**src/rtl/score_keeper.sv**
```systemverilog
// Frame-synchronous point/score controller for ping-pong: detects wall misses on fsync,
// counts points, times the post-point holdoff, requests serves. Optional SCORE_AUTORESTART_EN.
module score_keeper #(
  parameter int HRES           = 1280,
  parameter int BALL_SIZE      = 50,
  parameter int WIN_SCORE      = 9,
  parameter int HOLD_FRAMES    = 60,
  parameter int RESTART_FRAMES = 180
) (
  input  logic               pixel_clk,
  input  logic               rst_n,
  input  logic               fsync,
  input  logic signed [11:0] ball_hpos,
  input  logic               restart,
  output logic [3:0]         score_l,
  output logic [3:0]         score_r,
  output logic               point_l,
  output logic               point_r,
  output logic               serve_req,
  output logic               game_over,
  output logic               winner
);

  localparam int CNT_W = 16;

  // The scoreboard renders a single digit, so the winning score must be one.
  if (WIN_SCORE < 1 || WIN_SCORE > 9) begin : g_bad_win_score
    $error("score_keeper: WIN_SCORE must be in 1..9");
  end
  if (HOLD_FRAMES < 0 || HOLD_FRAMES > 65535) begin : g_bad_hold
    $error("score_keeper: HOLD_FRAMES must be in 0..65535");
  end
  if (RESTART_FRAMES < 0 || RESTART_FRAMES > 65535) begin : g_bad_restart
    $error("score_keeper: RESTART_FRAMES must be in 0..65535");
  end

  localparam int                HOLD_EFF = (HOLD_FRAMES < 1) ? 1 : HOLD_FRAMES;
  localparam logic [CNT_W-1:0]  HOLD_LIM = CNT_W'(HOLD_EFF);
`ifdef SCORE_AUTORESTART_EN
  localparam int                RST_EFF  = (RESTART_FRAMES < 1) ? 1 : RESTART_FRAMES;
  localparam logic [CNT_W-1:0]  RST_LIM  = CNT_W'(RST_EFF);
`endif
  localparam logic [3:0]        WIN_Q    = 4'(WIN_SCORE);
  localparam logic signed [12:0] BALL_W  = 13'(BALL_SIZE);
  localparam logic signed [12:0] HRES_W  = 13'(HRES);

  typedef enum logic [1:0] {
    ARMED = 2'd0,
    HOLD  = 2'd1,
    OVER  = 2'd2
  } state_e;

  state_e           state_q, state_d;
  logic [CNT_W-1:0] cnt_q, cnt_d;
  logic [3:0]       score_l_q, score_l_d;
  logic [3:0]       score_r_q, score_r_d;
  logic             point_l_q, point_l_d;
  logic             point_r_q, point_r_d;
  logic             serve_req_q, serve_req_d;
  logic             game_over_q, game_over_d;
  logic             winner_q, winner_d;

  logic signed [12:0] right_edge;
  logic               miss_l;
  logic               miss_r;
  logic [CNT_W-1:0]   cnt_inc;
  logic               clear_game;

  // Saturating point increment; a score never passes the winning value.
  function automatic logic [3:0] bump_score(input logic [3:0] s);
    bump_score = (s < WIN_Q) ? s + 4'd1 : WIN_Q;
  endfunction

  // Sign-extend before adding so the right-edge sum cannot overflow.
  always_comb begin
    right_edge = {ball_hpos[11], ball_hpos} + BALL_W;
    miss_l     = (ball_hpos <= 12'sd0);
    miss_r     = (right_edge >= HRES_W);
  end

  always_comb begin
    state_d     = state_q;
    cnt_d       = cnt_q;
    score_l_d   = score_l_q;
    score_r_d   = score_r_q;
    winner_d    = winner_q;
    game_over_d = game_over_q;
    point_l_d   = 1'b0;
    point_r_d   = 1'b0;
    serve_req_d = 1'b0;
    clear_game  = 1'b0;
    cnt_inc     = cnt_q + 1'b1;

    if (restart) begin
      clear_game = 1'b1;
    end else if (fsync) begin
      case (state_q)
        ARMED: begin
          // Left-wall miss wins a tie: it is checked first.
          if (miss_l) begin
            score_r_d = bump_score(score_r_q);
            point_r_d = 1'b1;
            cnt_d     = '0;
            if (score_r_d == WIN_Q) begin
              state_d     = OVER;
              game_over_d = 1'b1;
              winner_d    = 1'b1;
            end else begin
              state_d = HOLD;
            end
          end else if (miss_r) begin
            score_l_d = bump_score(score_l_q);
            point_l_d = 1'b1;
            cnt_d     = '0;
            if (score_l_d == WIN_Q) begin
              state_d     = OVER;
              game_over_d = 1'b1;
              winner_d    = 1'b0;
            end else begin
              state_d = HOLD;
            end
          end
        end
        HOLD: begin
          cnt_d = cnt_inc;
          if (cnt_inc >= HOLD_LIM) begin
            serve_req_d = 1'b1;
            state_d     = ARMED;
          end
        end
        OVER: begin
`ifdef SCORE_AUTORESTART_EN
          cnt_d = cnt_inc;
          if (cnt_inc >= RST_LIM) begin
            clear_game = 1'b1;
          end
`endif
        end
        default: begin
          state_d = HOLD;
          cnt_d   = '0;
        end
      endcase
    end

    // A new game starts frozen in HOLD so the ball is served after the holdoff.
    if (clear_game) begin
      state_d     = HOLD;
      cnt_d       = '0;
      score_l_d   = 4'd0;
      score_r_d   = 4'd0;
      winner_d    = 1'b0;
      game_over_d = 1'b0;
      point_l_d   = 1'b0;
      point_r_d   = 1'b0;
      serve_req_d = 1'b0;
    end
  end

  always_ff @(posedge pixel_clk or negedge rst_n) begin
    if (!rst_n) begin
      state_q     <= HOLD;
      cnt_q       <= '0;
      score_l_q   <= 4'd0;
      score_r_q   <= 4'd0;
      point_l_q   <= 1'b0;
      point_r_q   <= 1'b0;
      serve_req_q <= 1'b0;
      game_over_q <= 1'b0;
      winner_q    <= 1'b0;
    end else begin
      state_q     <= state_d;
      cnt_q       <= cnt_d;
      score_l_q   <= score_l_d;
      score_r_q   <= score_r_d;
      point_l_q   <= point_l_d;
      point_r_q   <= point_r_d;
      serve_req_q <= serve_req_d;
      game_over_q <= game_over_d;
      winner_q    <= winner_d;
    end
  end

  assign score_l   = score_l_q;
  assign score_r   = score_r_q;
  assign point_l   = point_l_q;
  assign point_r   = point_r_q;
  assign serve_req = serve_req_q;
  assign game_over = game_over_q;
  assign winner    = winner_q;

endmodule

```
**config.mk**
```make
export PLATFORM = sky130hd
export DESIGN_NAME = score_keeper
export DESIGN_NICKNAME = d
export VERILOG_FILES = /design/src/rtl/score_keeper.sv
export SDC_FILE = /design/constraint.sdc
export NUM_CORES = 1
export LEC_CHECK = 0
export CORE_MARGIN = 5
export CORE_UTILIZATION = 55
export CTS_BUF_LIST = sky130_fd_sc_hd__clkbuf_4
export DETAILED_ROUTE_END_ITERATION = 7
export GPL_ROUTABILITY_DRIVEN = 0
export PLACE_DENSITY = 0.9
export SYNTH_ARGS = -nofsm -noshare
export SYNTH_HDL_FRONTEND = slang
export SYNTH_SLANG_ARGS = --single-unit
```
**constraint.sdc**
```tcl
create_clock -name pixel_clk -period 2.6 [get_ports pixel_clk]
set_input_delay 0.39 -clock pixel_clk [delete_from_list [all_inputs] [get_ports pixel_clk]]
set_output_delay 0.39 -clock pixel_clk [all_outputs]
set_load 0.05 [all_outputs]
```
==> out/qor.yml, run 1 <==
cts_root_buf: "clkbuf_4"
finClkSkew_ns: 0.0135
p_int_mw: 0.671
hold_viol: 0
io_buffers: 28
grt_max_degree: 32
synth_area_sq_mm: 0.00209
rsz0062_at_grt: "no"
swShare_pct: 24.8
grt_pass1_wl_um: 8700
setup_viol: 0
ys_ff_latch: 31
holdWs_ns: 0.433
cts_tree: "built"
worst_slew_pin_slew_ns: 0.533
ir_drop_mv: 0.310
wl_per_cell_um: 15.8
cts_buffers: 5
ctsResizeCount: 0
clockBufferDepth: 2
die_h_um: 71.6
clkPwrFrac_pct: 33.8
antenna_found_initial: 0
finalPower_mw: 0.893
h-tree-depth: 2
startpoint_type: "input port"
cts_setup_buffers: 0
clk_pin_slew_ns: 0.10
critPathKind: "input port to flip-flop"
placed_cell_area_sq_mm: 0.00246
setup-tns-final_ns: 0
synth_top_area_cell: "dfrtp_1"
fmax_ghz: 0.452
synth_area_leaders: "dfrtp_1 (36%), o21ai_0 (5.5%), nor2_1 (4.0%)"
period_minus_slack_ns: 2.21
clk_latency_ns: 0.34
comb_power_share_pct: 11.2
status: "complete, no violations"
worstRegToRegCells: 7
synth_edf_count: 0
coreArea_sq_mm: 0.00366
start_util_pct: 57.0
async_flop_share_pct: 100
netlist_top_cells_count: "dfrtp_1 (30), o21ai_0 (23), nor2_1 (22)"
synth_nets: 257
area_growth_pct: 20.5
p_leak_nw: 0.979
grt_overflow: 0
via_count: 1976
dpl.hpwl_um: 3740
slew_violations: 0
route.detailed.drc: 0
switchingPower_mw: 0.221
grt_use_total_pct: 21.5
finalNetCount: 293
fp.dieArea_sq_mm: 0.00513
rows: 22
powerDensity_mw_per_mm2: 355
synth_most_common_cell: "dfrtp_1"
hold_class: "input port to async pin"
required_ns: 2.89
grt_pass1_vias: 1879
antennaDiodeCount: 0
drt.antenna.violating_nets: 0
first_pass_iters: 5
ys_types: 56
drive_above_1_share_pct: 15.1
synth-seq-area-share_pct: 37.2
viasPerCell: 6.18
cts_sinks: 31
syn_inst: 235
crit_fanout: 14
ios: 29
drt_iter0_markers: 208
finalCritPeriodShare_pct: 85.0
slew_headroom_pct: 64.4
die_w_um: 71.6
holdBufCountCts: 0
avgSynthCellArea_sq_um: 8.89
postLayoutCoreUtil_pct: 68.7
critPathCaptureType: "flip-flop"
synthFlopType: "dfrtp_1"
sequentialPowerShare_pct: 54.9
cp_data_arrival_time_ns: 2.50
synth_top_area_share_pct: 35.9
wirelength_um: 5070
synth_warnings: 0
drv_cap: 0
stdcell_area_sq_mm: 0.00252
-- stage by stage --
stage	worst slack, ns	std cells
3_3_place_gp	0.0713	312
4_1_cts	0.407	320
5_1_grt	0.181	320
6_report	0.389	320
3_5_place_dp	0.0321	312
2_1_floorplan	0.668	235
-- area by class of cell --
class,instances,area [sq um]
timing repair buffer,37,360
fill,292,1140
inverter,9,33.8
tap,48,60.1
multi-input combinational,187,1220
clock buffer,8,60.1
sequential,31,777
-- per-layer routing --
| metal | global-route usage [%] | up-vias | wire length, um |
|---|---|---|---|
| li1 | - | 940 | - |
| met1 | 27.4 | 938 | 2090 |
| met2 | 34.5 | 82 | 2530 |
| met3 | 5.33 | 16 | 330 |
| met4 | 9.39 | 0 | 121 |
| met5 | 0 | - | 0 |
-- critical path, cell delays in order --
cell and delay (ns):
clkdlybuf4s50_1 0.44, ha_1 0.24, a2111oi_4 0.36, and3b_4 0.27, o31ai_4 0.28, buf_12 0.18
and2b_2 0.18, mux2_2 0.15
-- registers in the layout (all words and copies together), names as in the netlist --
signal	count
point_r	1
point_l	1
score_l	4
state_q	2
serve_req	1
winner	1
score_r	4
game_over	1
cnt_q	16
-- kinds of logic (layout without fill, tap and decap cells) --
kind of cell               count (synthesis)  in the layout  share of synthesized area (%)
and+or+nand+nor                           97             97                           24.9
AOI/OAI and AO/OA                         75             75                           26.0
DFF                                       31             31                           37.2
buffers and inverters                     17             54                           4.13
adders and majority gates                  6              6                           3.59
xor gates and xnor gates                   6              6                           2.52
muxes                                      3              3                           1.62
-- power by group through the flow --
| stage | sequential (mW) | clock, mW | combinational [mW] |
|---|---|---|---|
| final | 0.490 | 0.302 | 0.100 |
| after global routing | 0.491 | 0.333 | 0.110 |
| after CTS | 0.490 | 0.314 | 0.101 |
| after detailed placement | 0.500 | 0 | 0.100 |
| after global placement | 0.499 | 0 | 0.0985 |
| after floorplan | 0.500 | 0 | 0.0418 |
-- cells in the final DEF, fill, tap and decap left out, types with 9 or more instances in the layout --
| master | instances |
|---|---|
| nor3_1 | 9 |
| nand3_1 | 10 |
| nand2_1 | 11 |
| nor2b_1 | 9 |
| dfrtp_1 | 30 |
| a21oi_1 | 14 |
| inv_1 | 9 |
| o21ai_0 | 23 |
| nand4_1 | 10 |
| clkdlybuf4s50_1 | 28 |
| nor2_1 | 22 |
-- final timing paths --
check / from / end / slack [ns]
worst max-delay path: ball_hpos[1] / cnt_q[0] / 0.39
min in group pixel_clk: game_over / game_over / 0.54
max in group asynchronous: rst_n / state_q[0] / 1.82
worst max register to register: cnt_q[0] / state_q[0] / 0.40
worst min-delay path: rst_n / cnt_q[3] / 0.43
worst min register to register: game_over / game_over / 0.54
Note: power is estimated with default switching activity, not from simulation.
==> inputs of run 2 (changes only) <==
CAP_MARGIN = 10   (was unset)
REMOVE_ABC_BUFFERS = 1   (was unset)
==> run 2 against run 1 <==
- final area decreased by 0.55%
- die area is the same
- routed wire length fell by 4.2%
- core utilization is 0.38 points lower
- count of clock-buffer cells in the layout decreased by 2
- largest power group unchanged
- non-clock buffer count down 1
- critical endpoint is now score_l[1]
- cell count decreased by 0.31%
- fmax down 2.9%
==> out/qor.yml, run 2 (synthesis gave the netlist of run 1 again) <==
grt_pass1_vias: 1774
antennaDiodeCount: 0
worstRegToRegCells: 7
ir_drop_mv: 0.238
finClkSkew_ns: 0.0213
startpoint_type: "input port"
r2r_start: "cnt_q[1]"
antenna_found_initial: 0
rsz0062_at_grt: "no"
hold_class: "input port to async pin"
wl_per_cell_um: 15.2
finalPower_mw: 0.869
critPathCaptureType: "flip-flop"
clk_pin_slew_ns: 0.11
worstPathCellList: "clkdlybuf4s50_1 > nor4_1 > a2111oi_0 > a41o_2 > buf_4 > o211ai_4 > mux2_2 > nor2_1"
largest_register_ffs: 16
h-tree-depth: 2
clockBufferDepth: 2
hold_viol: 0
via_count: 1936
placed_cell_area_sq_mm: 0.00245
reg2reg_to: "state_q[0]"
fillers: 284
switchingPower_mw: 0.226
p_int_mw: 0.643
cts_tree: "built"
critPathKind: "input port to flip-flop"
first_pass_iters: 4
cts_root_buf: "clkbuf_4"
start_util_pct: 57.0
swShare_pct: 26.0
cts_sinks: 31
grt_pass1_wl_um: 8190
comb_power_share_pct: 11.4
wirelength_um: 4850
ios: 29
crit_fanout: 7
drt_iter0_markers: 120
stdcell_area_sq_mm: 0.00250
die_h_um: 71.6
required_ns: 2.87
setup_viol: 0
rows: 22
die_w_um: 71.6
crit_path_top_delay_cell: "clkdlybuf4s50_1"
slew_headroom_pct: 65.5
sequentialPowerShare_pct: 56.4
holdBufCountCts: 0
grt_use_total_pct: 20.1
slew_violations: 0
viasPerCell: 6.07
drv_cap: 0
dpl.hpwl_um: 3590
io_buffers: 28
drt.antenna.violating_nets: 0
grt_overflow: 0
largest_register: "cnt_q"
period_minus_slack_ns: 2.28
powerDensity_mw_per_mm2: 347
drive_above_1_share_pct: 14.4
mostFrequentLayoutCells: "dfrtp_1 (30), clkdlybuf4s50_1 (28), o21ai_0 (23)"
cp_data_arrival_time_ns: 2.55
fp.dieArea_sq_mm: 0.00513
clkPwrFrac_pct: 32.1
finalNetCount: 292
cts_buffers: 5
cp_slowest_stage_delay_ns: 0.47
area_growth_pct: 19.8
multi_input_area_sq_mm: 0.00122
clk_latency_ns: 0.35
coreArea_sq_mm: 0.00366
finalCritPeriodShare_pct: 87.6
fmax_ghz: 0.439
mostFrequentLayoutCell: "dfrtp_1"
ctsResizeCount: 0
grt_max_degree: 32
route.detailed.drc: 0
reg2reg_slack_ns: 0.38
cts_setup_buffers: 0
regArea_sq_um: 777
status: "complete, no violations"
worst_slew_pin_slew_ns: 0.515
p_leak_nw: 0.970
## run 2: cell count changes in the layout (fill, tap and decap cells not counted), sizes merged
cell,change
clkinv,+2
clkbuf,-2
buf,-1
## run 2: worst max-delay path by stage
| stage | start | to | slack, ns | cells past startpoint |
|---|---|---|---|---|
| after floorplan | ball_hpos[1] | cnt_q[0] | 0.46 | 6 |
| after detailed placement | ball_hpos[5] | score_l[1] | -0.02 | 8 |
| after CTS | ball_hpos[5] | score_l[1] | 0.33 | 8 |
| after global placement | ball_hpos[1] | cnt_q[0] | 0.07 | 8 |
| after global routing | cnt_q[1] | state_q[0] | 0.08 | 7 |
| final | ball_hpos[5] | score_l[1] | 0.32 | 8 |
## run 2: worst max-delay path, delay by kind of cell
family / cells / cell delay [ns]
AO/OA/AOI/OAI: 3 / 0.65
buffers and inverters: 2 / 0.62
AND/OR/NAND/NOR: 2 / 0.52
multiplexers: 1 / 0.37
## run 2: cell type report
type                    instances  area share, %
repair buffers                 36           14.1
clock buffers                   6           1.80
multi-input cells             187           48.9
well taps                      48           2.40
clock inverters                 2          0.350
flip-flops and latches         31           31.0
inverters                       9           1.35
## run 2: metrics by stage
stage / utilization [%] / std cells / setup slack, ns / setup TNS, ns / hold WS, ns
after floorplan: - / 227 / 0.458 / 0 / 0.0944
after global placement: 66.9 / 311 / 0.0683 / 0 / 0.511
after detailed placement: 66.9 / 311 / -0.0236 / -0.0236 / 0.518
after CTS: 68.4 / 319 / 0.330 / 0 / 0.421
after global routing: 68.4 / 319 / 0.0823 / 0 / 0.447
final: 68.4 / 319 / 0.323 / 0 / 0.409
## run 2: power by group through the flow
stage          registers, mW  logic [mW]  clock network [mW]
2_1_floorplan          0.501      0.0317                   0
3_3_place_gp           0.499      0.0973                   0
3_5_place_dp           0.499      0.0993                   0
4_1_cts                0.490      0.0998               0.289
5_1_grt                0.491       0.108               0.305
6_report               0.490      0.0995               0.279
## run 2: per-layer routing
layer | wire, um | GRT usage [%] | part of all wire, %
met3 | 314 | 4.49 | 6.5
met4 | 82 | 7.52 | 1.7
met5 | 0 | 0 | 0
met2 | 2380 | 33.5 | 49
met1 | 2080 | 25.6 | 43
